===== src/rtl/seq_right_shifter_16bit.sv =====
`default_nettype none
// ============================================================================
// Module   : seq_right_shifter_16bit
// Purpose  : Iterative right shifter / rotator. Shifts one bit position per
//            clock under a start/done handshake. Supports logical right,
//            arithmetic right and rotate right. Mode 11 behaves as logical.
// Ports    : clk   - system clock (rising edge)
//            rst   - synchronous active-high reset
//            start - request pulse, sampled on the rising edge
//            in    - operand, captured when start is accepted
//            ctrl  - shift amount 0..WIDTH-1, captured with in
//            mode  - 00 lsr, 01 asr, 10 ror, 11 lsr; captured with in
//            busy  - high while an operation is in progress
//            done  - one-cycle pulse; out valid from this cycle onward
//            out   - result, held until the next result is written
// Revision : 1.0 - initial release
// ============================================================================
module seq_right_shifter_16bit #(
    parameter int WIDTH = 16,
    parameter int CW    = 4
) (
    input  logic             clk,
    input  logic             rst,
    input  logic             start,
    input  logic [WIDTH-1:0] in,
    input  logic [CW-1:0]    ctrl,
    input  logic [1:0]       mode,
    output logic             busy,
    output logic             done,
    output logic [WIDTH-1:0] out
);

    localparam logic [1:0] c_IDLE  = 2'd0;
    localparam logic [1:0] c_SHIFT = 2'd1;
    localparam logic [1:0] c_DONE  = 2'd2;

    localparam logic [1:0] c_MODE_ASR = 2'b01;
    localparam logic [1:0] c_MODE_ROR = 2'b10;

    localparam logic [CW-1:0] c_ONE = {{(CW-1){1'b0}}, 1'b1};

    logic [1:0]       r_state;
    logic [WIDTH-1:0] r_data;
    logic [CW-1:0]    r_count;
    logic [1:0]       r_mode;
    logic [WIDTH-1:0] r_out;
    logic [WIDTH-1:0] w_step;
    logic             w_accept;

    // Bit shifted into the MSB on each single-position step.
    always_comb begin
        w_step = {1'b0, r_data[WIDTH-1:1]};
        case (r_mode)
            c_MODE_ASR: w_step = {r_data[WIDTH-1], r_data[WIDTH-1:1]};
            c_MODE_ROR: w_step = {r_data[0],       r_data[WIDTH-1:1]};
            default:    w_step = {1'b0,            r_data[WIDTH-1:1]};
        endcase
    end

    // A new request is taken from IDLE or directly from DONE (back-to-back).
    assign w_accept = start && ((r_state == c_IDLE) || (r_state == c_DONE));

    always_ff @(posedge clk) begin
        if (rst) begin
            r_state <= c_IDLE;
            r_data  <= '0;
            r_count <= '0;
            r_mode  <= 2'b00;
            r_out   <= '0;
        end else begin
            case (r_state)
                c_SHIFT: begin
                    if (r_count != '0) begin
                        r_data  <= w_step;
                        r_count <= r_count - c_ONE;
                    end else begin
                        r_out   <= r_data;
                        r_state <= c_DONE;
                    end
                end
                default: begin
                    // IDLE and DONE share the same accept behaviour.
                    if (w_accept) begin
                        r_data  <= in;
                        r_count <= ctrl;
                        r_mode  <= mode;
                        r_state <= c_SHIFT;
                    end else begin
                        r_state <= c_IDLE;
                    end
                end
            endcase
        end
    end

    assign busy = (r_state == c_SHIFT);
    assign done = (r_state == c_DONE);
    assign out  = r_out;

endmodule
`default_nettype wire

===== config.mk =====
export PLATFORM = sky130hd
export DESIGN_NAME = seq_right_shifter_16bit
export DESIGN_NICKNAME = d
export VERILOG_FILES = /design/src/rtl/seq_right_shifter_16bit.sv
export SDC_FILE = /design/constraint.sdc
export NUM_CORES = 1
export LEC_CHECK = 0
export CAP_MARGIN = 20
export CORE_MARGIN = 1
export CORE_UTILIZATION = 46
export CTS_BUF_LIST = sky130_fd_sc_hd__clkbuf_4
export CTS_CLUSTER_SIZE = 20
export DETAILED_ROUTE_END_ITERATION = 16
export HOLD_SLACK_MARGIN = 0.08
export PLACE_DENSITY = 0.74
export REMOVE_ABC_BUFFERS = 1
export SKIP_CTS_REPAIR_TIMING = 1
export SLEW_MARGIN = 20
export SYNTH_ARGS = -nofsm -noshare
export SYNTH_HDL_FRONTEND = slang
export SYNTH_SLANG_ARGS = --single-unit
export TNS_END_PERCENT = 100

===== constraint.sdc =====
create_clock -name clk -period 3.62 [get_ports clk]
set_input_delay 0.724 -clock clk [delete_from_list [all_inputs] [get_ports clk]]
set_output_delay 0.724 -clock clk [all_outputs]
set_load 0.05 [all_outputs]

==> key figures, run 1 <==
Finish
  • Post-layout nets: roughly 270
  • Area of combinational cells with multiple inputs: about 830 µm²
  • Area taken by flip-flops and latches: 800.8 µm²
  • Number of antenna repair diodes: 0
  • Synth-to-layout area growth: 27.65%
  • Fraction of final layout cells sized beyond drive strength 1: 0.09388
  • Fillers: ~320

STA
  • Final min period: approximately 2.7 ns
  • Setup Total Neg Slack: 0 ns
  • Final Slew Violations: 0
  • Transition at the pin with the smallest max-transition slack: about 0.96 ns
  • Hold violation count in the final report: 0
  • Layout Skew: 0.007353 ns
  • Setup slack after layout: around 0.9 ns
  • RSZ-0062 raised after global routing: no
  • Normalized max-slew margin: 0.3589
  • Maximum clock rate: 0.3687 GHz
  • Total of endpoints with negative setup slack in the final report: 0
  • Fin crit share: 0.7492

Run status
  • Outcome: complete, no violations

Synth
  • Number of flops mapped to enable cells by yosys: 0
  • Primary FF master, synth: sky130_fd_sc_hd__dfxtp_1
  • Sequential share of the synthesized area: 0.4608
  • Synth area leader: sky130_fd_sc_hd__dfxtp_1
  • Mapped Cells: about 210
  • Synthesized area: 0.001738 mm²
  • Top cell type's share of synthesized area: 0.4608
  • Post-synth ARST share: 0
  • Most instantiated library cell after synthesis: sky130_fd_sc_hd__nand2_1
  • Count of synthesis-stage warnings from yosys: 0
  • Post-synth cell types: 29
  • Average cell area after synthesis: around 8.4 µm²
  • Most frequent cells after synthesis: sky130_fd_sc_hd__nand2_1 (67), sky130_fd_sc_hd__dfxtp_1 (40), sky130_fd_sc_hd__nor2_1 (22)
  • #FFs+latches synth: 40
  • Cells taking the most area after synthesis: sky130_fd_sc_hd__dfxtp_1 (46%), sky130_fd_sc_hd__nand2_1 (14%), sky130_fd_sc_hd__a311oi_2 (7.8%), sky130_fd_sc_hd__a21oi_1 (6.0%), sky130_fd_sc_hd__nor2_1 (4.8%)

Clock network
  • Clk pin slew, worst setup/hold paths: between 0.1 and 0.15 ns
  • Clock root buffer: sky130_fd_sc_hd__clkbuf_4
  • Clock net sink count: 40
  • Maximum level of the CTS H-tree: 2
  • Number of CTS-inserted buffers: 5
  • Later-pin clock latency in the skew report: about 0.36 ns
  • TritonCTS clock tree: yes
  • Number of buffers on the longest clock path: 2

Setup path
  • Arrival time reported for the critical path endpoint: between 1.5 and 2 ns
  • Largest fanout on the critical path: 19
  • Start of the worst register-to-register path: r_count[0]$_SDFFE_PP0P_
  • Worst setup path startpoint: r_state[0]$_SDFFE_PP0P_
  • Worst R2R Setup Slack: 1.52 ns
  • Critical path start-end classification: reg2out
  • Worst setup SP type: register
  • Nature of the critical path endpoint: primary output
  • Required time at the worst-slack endpoint: 2.90 ns

Flow run
  • Number of max-capacitance violations reported: 0

Global route
  • Wire length of the first global-routing pass: between 6 and 7 mm
  • Remaining Overflow, GRT: 0
  • GRT Total Usage: 0.2018
  • Maximum number of pins on one net before global-route repair: between 40 and 50
  • Number of antenna violations at the first check in global routing: 0
  • Vias in the first global route: 1438

Place
  • Half-perimeter wire length after detailed placement: 2.366 mm
  • Setup slack at placement: roughly 1.3 ns
  • Port Buf Inserts: 42
  • RePlAce Congestion: 0.7946

Route
  • Vias/cell: a little over 5
  • Overall via count from detail_route: 1509
  • Number of DRC markers after the initial detailed-route iteration: 109
  • Number of optimization iterations in the first detailed-route pass: 4
  • Overall routed net length: approximately 3.7 mm
  • Post-DR wirelength/cell: roughly 13 µm
  • Final ANT Viol Nets: 0
  • Number of design rule violations left after detail routing: 0

Hold path
  • Hold_sp: out[8]$_SDFFE_PP0N_
  • HP Class: reg2reg

Floorplanning
  • Row Count: 21
  • Effective utilization at floorplan: 0.5011
  • Die boundary width: between 60 and 70 µm
  • Die area: around 0.004 mm²
  • Core region area: approximately 0.0035 mm²
  • Number of top-level pins: between 40 and 50
  • Height of the chip: roughly 63 µm

Power
  • Worst voltage drop across the vdd grid: approximately 280 µV
  • Power per standard cell area: 467.7 mW/mm²
  • Cell leakage power: around 0.78 nW
## worst max-delay path: stages (launching register included)
cell	delay (ns)
sky130_fd_sc_hd__dfxtp_1	0.40
sky130_fd_sc_hd__nand2b_1	0.10
sky130_fd_sc_hd__inv_2	0.26
sky130_fd_sc_hd__clkdlybuf4s50_1	0.87
## final timing paths
kind                             end  cells after the start
max                             busy                      3
min              out[8]$_SDFFE_PP0N_                      2
max reg2reg  r_data[10]$_SDFFE_PP0P_                      6
min reg2reg      out[8]$_SDFFE_PP0N_                      2
## flip-flops by register name (all words and copies together) (netlist names)
name / cells
r_count: 4
r_mode: 2
r_state: 2
r_data: 16
out: 16
## metal layers
| metal | part of all wire | GRT usage |
|---|---|---|
| met1 | 0.47 | 0.2419 |
| met2 | 0.46 | 0.3338 |
| met3 | 0.046 | 0.05797 |
| met4 | 0.014 | 0.08523 |
| met5 | 0 | 0 |
## cell families after synthesis
kind of cell             synth area share
AND/OR/NAND/NOR                    0.2441
flip-flops                         0.4608
buffers and inverters             0.05975
adder cells (fa/ha/maj)           0.01440
AO/OA/AOI/OAI                      0.2210
## stage by stage
stage / total power, mW / hold slack [ns] / cells / cell area [µm²] / utilization
finish: 1.037 / 0.4602 / 291 / 2218 / 0.6396
global route: 1.095 / 0.4851 / 291 / 2218 / 0.6396
CTS: 1.046 / 0.4623 / 291 / 2218 / 0.6396
detailed placement: 0.7518 / 0.4463 / 283 / 2138 / 0.6165
global placement: 0.7454 / 0.4420 / 283 / 2138 / 0.6165
floorplan: 0.6650 / 0.4384 / 193 / 1645 / -
## layout make-up
type | count | area share
tap | 46 | 0.02594
clock inverter | 3 | 0.01918
clock buffer | 5 | 0.01692
multi-input combinational | 150 | 0.3756
timing repair buffer | 44 | 0.1963
sequential | 40 | 0.3610
inverter | 3 | 0.005076
## power breakdown
part	switching, mW	internal, mW
logic	0.141	0.0929
registers	0.0289	0.479
clock network	0.152	0.144
## placed cells by master, fill, tap and decap left out, types with 2 or more instances in the layout
cell type                         instances
sky130_fd_sc_hd__nand2_1                 67
sky130_fd_sc_hd__clkdlybuf4s50_1         42
sky130_fd_sc_hd__dfxtp_1                 40
sky130_fd_sc_hd__nor2_1                  22
sky130_fd_sc_hd__a21oi_1                 21
sky130_fd_sc_hd__a311oi_2                 9
sky130_fd_sc_hd__a311oi_1                 7
sky130_fd_sc_hd__clkbuf_4                 5
sky130_fd_sc_hd__nand2b_1                 3
sky130_fd_sc_hd__nor2b_1                  3
sky130_fd_sc_hd__inv_1                    2
sky130_fd_sc_hd__and2_1                   2
sky130_fd_sc_hd__a211oi_1                 2
sky130_fd_sc_hd__ha_1                     2
sky130_fd_sc_hd__buf_4                    2
Note: power is estimated with default switching activity, not from simulation.
==> run 2, diff against run 1 <==
--- a/config.mk
+++ b/config.mk
@@ -12,7 +12,7 @@
 export CTS_CLUSTER_SIZE = 20
 export DETAILED_ROUTE_END_ITERATION = 16
 export HOLD_SLACK_MARGIN = 0.08
-export PLACE_DENSITY = 0.74
+export PLACE_DENSITY = 0.77
 export REMOVE_ABC_BUFFERS = 1
 export SKIP_CTS_REPAIR_TIMING = 1
 export SLEW_MARGIN = 20
==> constraint.sdc (replaced) <==
create_clock -name clk -period 2.3 [get_ports clk]
set_input_delay 0.46 -clock clk [delete_from_list [all_inputs] [get_ports clk]]
set_output_delay 0.46 -clock clk [all_outputs]
set_load 0.05 [all_outputs]
==> run 2 against run 1 <==
  * Clock power grew 16%
  * Via count up 1.7%
  * Clock-buffer cell count did not move
  * Final cell count is 1.0% higher
  * Non-clock buffer count up 3
  * Worst hold slack gained 0.0011 ns
  * Die area unchanged
  * Global-route usage about the same
  * Power rose by 47%
  * Combinational power is 62% higher
  * Critical path type unchanged
==> key figures, run 2 (synthesis results as in run 1) <==
STA
  • RSZ-0062 raised after global routing: no
  • Final min period: ~2.1 ns
  • Total of endpoints with negative setup slack in the final report: 0
  • Layout Skew: ~0.0083 ns
  • Fin crit share: 0.9270
  • Transition at the pin with the smallest max-transition slack: between 0.9 and 1 ns
  • Hold violation count in the final report: 0
  • Final Slew Violations: 0
  • Setup Total Neg Slack: 0 ns
  • Normalized max-slew margin: 0.3609
  • Maximum clock rate: 0.4690 GHz

Power
  • Cell leakage power: about 0.8 nW
  • Worst voltage drop across the vdd grid: between 400 and 500 µV
  • Power per standard cell area: between 600 and 700 mW/mm²

Clock network
  • Number of CTS-inserted buffers: 5
  • TritonCTS clock tree: yes
  • Clock root buffer: sky130_fd_sc_hd__clkbuf_4
  • Clk pin slew, worst setup/hold paths: roughly 0.12 ns
  • Number of buffers on the longest clock path: 2
  • Maximum level of the CTS H-tree: 2
  • Later-pin clock latency in the skew report: 0.35 ns
  • Clock net sink count: 40

Route
  • Overall via count from detail_route: 1535
  • Final ANT Viol Nets: 0
  • Overall routed net length: roughly 3.6 mm
  • Post-DR wirelength/cell: between 10 and 15 µm
  • Number of optimization iterations in the first detailed-route pass: 4
  • Vias/cell: roughly 5.2
  • Number of design rule violations left after detail routing: 0
  • Number of DRC markers after the initial detailed-route iteration: 92

Finish
  • Synth-to-layout area growth: 27.86%
  • Post-layout nets: around 270
  • Fillers: 331
  • Number of antenna repair diodes: 0
  • Commonest cells after routing, fill and taps aside: sky130_fd_sc_hd__nand2_1 (67), sky130_fd_sc_hd__clkdlybuf4s50_1 (41), sky130_fd_sc_hd__dfxtp_1 (40), sky130_fd_sc_hd__nor2_1 (22), sky130_fd_sc_hd__a21oi_1 (21)
  • Fraction of final layout cells sized beyond drive strength 1: 0.1048
  • Most common cell after layout, fill and taps aside: sky130_fd_sc_hd__nand2_1
  • Post-route standard cell area excluding fillers: 0.002222 mm²

Floorplanning
  • Effective utilization at floorplan: 0.5011
  • Number of top-level pins: 43
  • Height of the chip: roughly 63 µm
  • Die area: 0.004028 mm²
  • Row Count: 21
  • Die boundary width: 63.47 µm
  • Core region area: 0.003468 mm²

Hold path
  • HP Class: reg2reg

Setup path
  • Largest fanout on the critical path: 3
  • Critical path start-end classification: reg2out
  • Required time at the worst-slack endpoint: ~1.8 ns
  • Arrival time reported for the critical path endpoint: 1.67 ns
  • Critical path cell sequence: nor2b_1, clkdlybuf4s50_1
  • Worst setup SP type: register
  • Stage delay of the slowest cell on the critical path: roughly 0.8 ns
  • Nature of the critical path endpoint: primary output
  • Slowest cell on the critical path: sky130_fd_sc_hd__clkdlybuf4s50_1

Run status
  • Outcome: complete, no violations

Place
  • Port Buf Inserts: 42
  • RePlAce Congestion: slightly below 0.9
  • Half-perimeter wire length after detailed placement: ~2.5 mm
  • Placement-stage cell area: ~0.0022 mm²

Global route
  • GRT Total Usage: 0.2015
  • Maximum number of pins on one net before global-route repair: 37
  • Remaining Overflow, GRT: 0
  • Wire length of the first global-routing pass: around 6.3 mm
  • Vias in the first global route: approximately 1400
  • Number of antenna violations at the first check in global routing: 0

Flow run
  • Number of max-capacitance violations reported: 0
[run 2: worst paths after layout]
kind	to	slack (ns)	start	cells after the start
setup / recovery	done	0.17	r_state[1]$_SDFFE_PP0P_	2
hold / removal	out[8]$_SDFFE_PP0N_	0.46	out[8]$_SDFFE_PP0N_	2
setup reg to reg	r_data[14]$_SDFFE_PP0P_	0.25	r_count[0]$_SDFFE_PP0P_	6
hold reg to reg	out[8]$_SDFFE_PP0N_	0.46	out[8]$_SDFFE_PP0N_	2
[run 2: cell type report]
class,instances,area [µm²],share of cell area
clock inverters,3,13.76,0.006194
repair buffers,47,467.9,0.2106
well taps,46,57.56,0.02590
clock buffers,5,37.54,0.01689
multi-input cells,150,833.3,0.3750
flip-flops and latches,40,800.8,0.3604
inverters,3,11.26,0.005068
[run 2: critical path, delay by kind of cell, from the launching register on]
kind	cells	cell delay [ns]
and+or+nand+nor	1	0.15
buffers and inverters	1	0.81
DFF	1	0.37
[run 2: through the flow]
stage / power [mW] / util / setup WS [ns] / hold WS (ns) / cells
floorplan: 1.047 / - / 0.3622 / 0.4384 / 193
global placement: 1.185 / 0.6259 / 0.3368 / 0.4423 / 286
detailed placement: 1.195 / 0.6259 / 0.2634 / 0.4456 / 286
CTS: 1.530 / 0.6407 / 0.1572 / 0.4623 / 294
global route: 1.610 / 0.6407 / 0.05086 / 0.4858 / 294
finish: 1.521 / 0.6407 / 0.1680 / 0.4613 / 294
[run 2: routing by layer]
metal  global-route usage  share of wire  vias up
li1                     -              -      784
met1               0.2534           0.49      700
met2               0.3191           0.45       47
met3              0.06522          0.052        4
met4              0.07386         0.0088        0
met5                    0              0        -
[run 2: where the power goes]
| part | switching, mW | internal (mW) | leakage (nW) |
|---|---|---|---|
| Clock | 0.230 | 0.112 | 0.0324 |
| Combinational | 0.223 | 0.156 | 0.431 |
| Sequential | 0.0450 | 0.754 | 0.328 |
| Total | 0.498 | 1.02 | 0.792 |
==> run 3, diff against run 2 <==
--- a/config.mk
+++ b/config.mk
@@ -12,7 +12,7 @@
 export CTS_CLUSTER_SIZE = 20
 export DETAILED_ROUTE_END_ITERATION = 16
 export HOLD_SLACK_MARGIN = 0.08
-export PLACE_DENSITY = 0.77
+export PLACE_DENSITY_LB_ADDON = 0.3
 export REMOVE_ABC_BUFFERS = 1
 export SKIP_CTS_REPAIR_TIMING = 1
 export SLEW_MARGIN = 20
==> run 3 against run 2 <==
  * Sequential cell count unchanged
  * Core utilization grew 0.14 points
  * Clock power increased by 3%
  * Non-clock buffer count unchanged
  * Combinational power is essentially flat
  * Sequential share of layout area fell by 0.081 points
  * Critical path type unchanged
  * Critical endpoint unchanged
  * Largest cell class unchanged
  * Largest power group unchanged
  * Highest routed layer unchanged
==> key figures, run 3 (synthesis results as in run 1) <==
Run status
  • Outcome: complete, no violations

Power
  • Net load switching power: ~0.5 mW
  • Switching Share: 0.3312
  • Worst voltage drop across the vdd grid: between 300 and 400 µV
  • Clock share of power: 0.231
  • Power per standard cell area: slightly below 700 mW/mm²
  • Gate power share: 0.247
  • Cell leakage power: around 0.78 nW
  • Power after layout: roughly 1.5 mW
  • Proportion of power drawn by flip-flops and latches: 0.522
  • Internal portion of total power: between 1 and 1.5 mW

Place
  • Port Buf Inserts: 42
  • Half-perimeter wire length after detailed placement: between 2 and 2.5 mm
  • RePlAce Congestion: 0.7680
  • Placement-stage cell area: roughly 0.0022 mm²
  • Setup slack at placement: 0.2858 ns

Finish
  • Most common cell after layout, fill and taps aside: sky130_fd_sc_hd__nand2_1
  • Post-layout nets: ~270
  • Fraction of final layout cells sized beyond drive strength 1: 0.1048
  • Post-route standard cell area excluding fillers: roughly 0.0022 mm²
  • Number of antenna repair diodes: 0
  • Commonest cells after routing, fill and taps aside: sky130_fd_sc_hd__nand2_1 (67), sky130_fd_sc_hd__clkdlybuf4s50_1 (41), sky130_fd_sc_hd__dfxtp_1 (40), sky130_fd_sc_hd__nor2_1 (22), sky130_fd_sc_hd__a21oi_1 (21)
  • Synth-to-layout area growth: 28.15%

Route
  • Final ANT Viol Nets: 0
  • Overall routed net length: 3.641 mm
  • Number of DRC markers after the initial detailed-route iteration: between 70 and 80
  • Overall via count from detail_route: ~1500
  • Number of design rule violations left after detail routing: 0
  • Post-DR wirelength/cell: between 10 and 15 µm
  • Number of optimization iterations in the first detailed-route pass: 4
  • Vias/cell: about 5.2

Floorplanning
  • Die boundary width: approximately 63 µm
  • Height of the chip: about 63 µm
  • Core region area: 0.003468 mm²
  • Row Count: 21
  • Number of top-level pins: 43
  • Die area: around 0.004 mm²
  • Effective utilization at floorplan: 0.5011

Clock network
  • TritonCTS clock tree: yes
  • Maximum level of the CTS H-tree: 2
  • Number of CTS-inserted buffers: 5
  • Number of buffers on the longest clock path: 2
  • Later-pin clock latency in the skew report: roughly 0.36 ns
  • Clk pin slew, worst setup/hold paths: 0.12 ns
  • Clock root buffer: sky130_fd_sc_hd__clkbuf_4
  • Clock net sink count: 40

Setup path
  • Nature of the critical path endpoint: primary output
  • Arrival time reported for the critical path endpoint: roughly 1.7 ns
  • Worst R2R Setup Slack: ~0.29 ns
  • Critical path start-end classification: reg2out
  • Largest fanout on the critical path: 3
  • FF-to-FF End: r_data[12]$_SDFFE_PP0P_
  • Required time at the worst-slack endpoint: about 1.8 ns
  • FF-to-FF path depth: 6
  • Start of the worst register-to-register path: r_count[0]$_SDFFE_PP0P_
  • Worst setup SP type: register

Flow run
  • Number of max-capacitance violations reported: 0

Hold path
  • HP Class: reg2reg
  • Hold_sp: out[3]$_SDFFE_PP0N_
  • End of the worst hold path: out[3]$_SDFFE_PP0N_
  • Min-Delay Path Depth: 2

STA
  • Setup slack after layout: 0.1243 ns
  • Setup Total Neg Slack: 0 ns
  • Hold violation count in the final report: 0
  • Total of endpoints with negative setup slack in the final report: 0
  • RSZ-0062 raised after global routing: no
  • Final min period: 2.176 ns
  • Maximum clock rate: ~0.46 GHz
  • Normalized max-slew margin: 0.3712
  • Transition at the pin with the smallest max-transition slack: about 0.94 ns
  • Fin crit share: 0.9460
  • Layout Skew: roughly 0.015 ns
  • Final Slew Violations: 0

Global route
  • Maximum number of pins on one net before global-route repair: 37
  • Wire length of the first global-routing pass: roughly 6.3 mm
  • Number of antenna violations at the first check in global routing: 0
  • Vias in the first global route: between 1000 and 1500
  • GRT Total Usage: 0.1989
  • Remaining Overflow, GRT: 0
==> run 3: changes by cell type in the layout (fill, tap and decap cells not counted) <==
cell,before,now
sky130_fd_sc_hd__clkinvlp_4,0,2
sky130_fd_sc_hd__clkinv_2,2,0
==> run 3: stage by stage <==
step / util / hold WS [ns] / instances
floorplan: - / 0.4384 / 193
global placement: 0.6259 / 0.4420 / 286
detailed placement: 0.6259 / 0.4470 / 286
CTS: 0.6421 / 0.4646 / 294
global route: 0.6421 / 0.4819 / 294
finish: 0.6421 / 0.4609 / 294
==> run 3: worst max-delay path, stage by stage, from the launching register on <==
cell	delay, ns
sky130_fd_sc_hd__dfxtp_1	0.39
sky130_fd_sc_hd__nor2b_1	0.16
sky130_fd_sc_hd__clkdlybuf4s50_1	0.81
==> run 3: layer usage <==
metal / share of wire / GRT usage / vias up
li1: - / - / 778
met1: 0.47 / 0.2645 / 700
met2: 0.46 / 0.3032 / 39
met3: 0.053 / 0.06341 / 6
met4: 0.014 / 0.06250 / 0
met5: 0 / 0 / -
==> run 3: layout make-up <==
type | instances | area [µm²]
multi-input combinational | 150 | 833.3
clock buffer | 5 | 37.54
fill | 321 | 1241
clock inverter | 3 | 18.77
tap | 46 | 57.56
sequential | 40 | 800.8
timing repair buffer | 47 | 467.9
inverter | 3 | 11.26
==> run 3: how the worst max path moves through the flow <==
| stage | startpoint | end | slack (ns) |
|---|---|---|---|
| after floorplan | r_state[1]$_SDFFE_PP0P_ | out[0]$_SDFFE_PP0N_ | 0.36 |
| after global placement | start | r_count[3]$_SDFFE_PP0P_ | 0.33 |
| after detailed placement | r_count[0]$_SDFFE_PP0P_ | r_data[12]$_SDFFE_PP0P_ | 0.29 |
| after CTS | r_state[1]$_SDFFE_PP0P_ | done | 0.12 |
| after global routing | r_state[1]$_SDFFE_PP0P_ | done | 0.07 |
| final | r_state[1]$_SDFFE_PP0P_ | done | 0.12 |
==> run 3: power groups by stage <==
stage	Combinational (mW)	Clock [mW]	Sequential (mW)
after floorplan	0.207	0	0.840
after global placement	0.373	0	0.813
after detailed placement	0.379	0	0.815
after CTS	0.380	0.360	0.799
after global routing	0.416	0.392	0.810
final	0.378	0.355	0.800
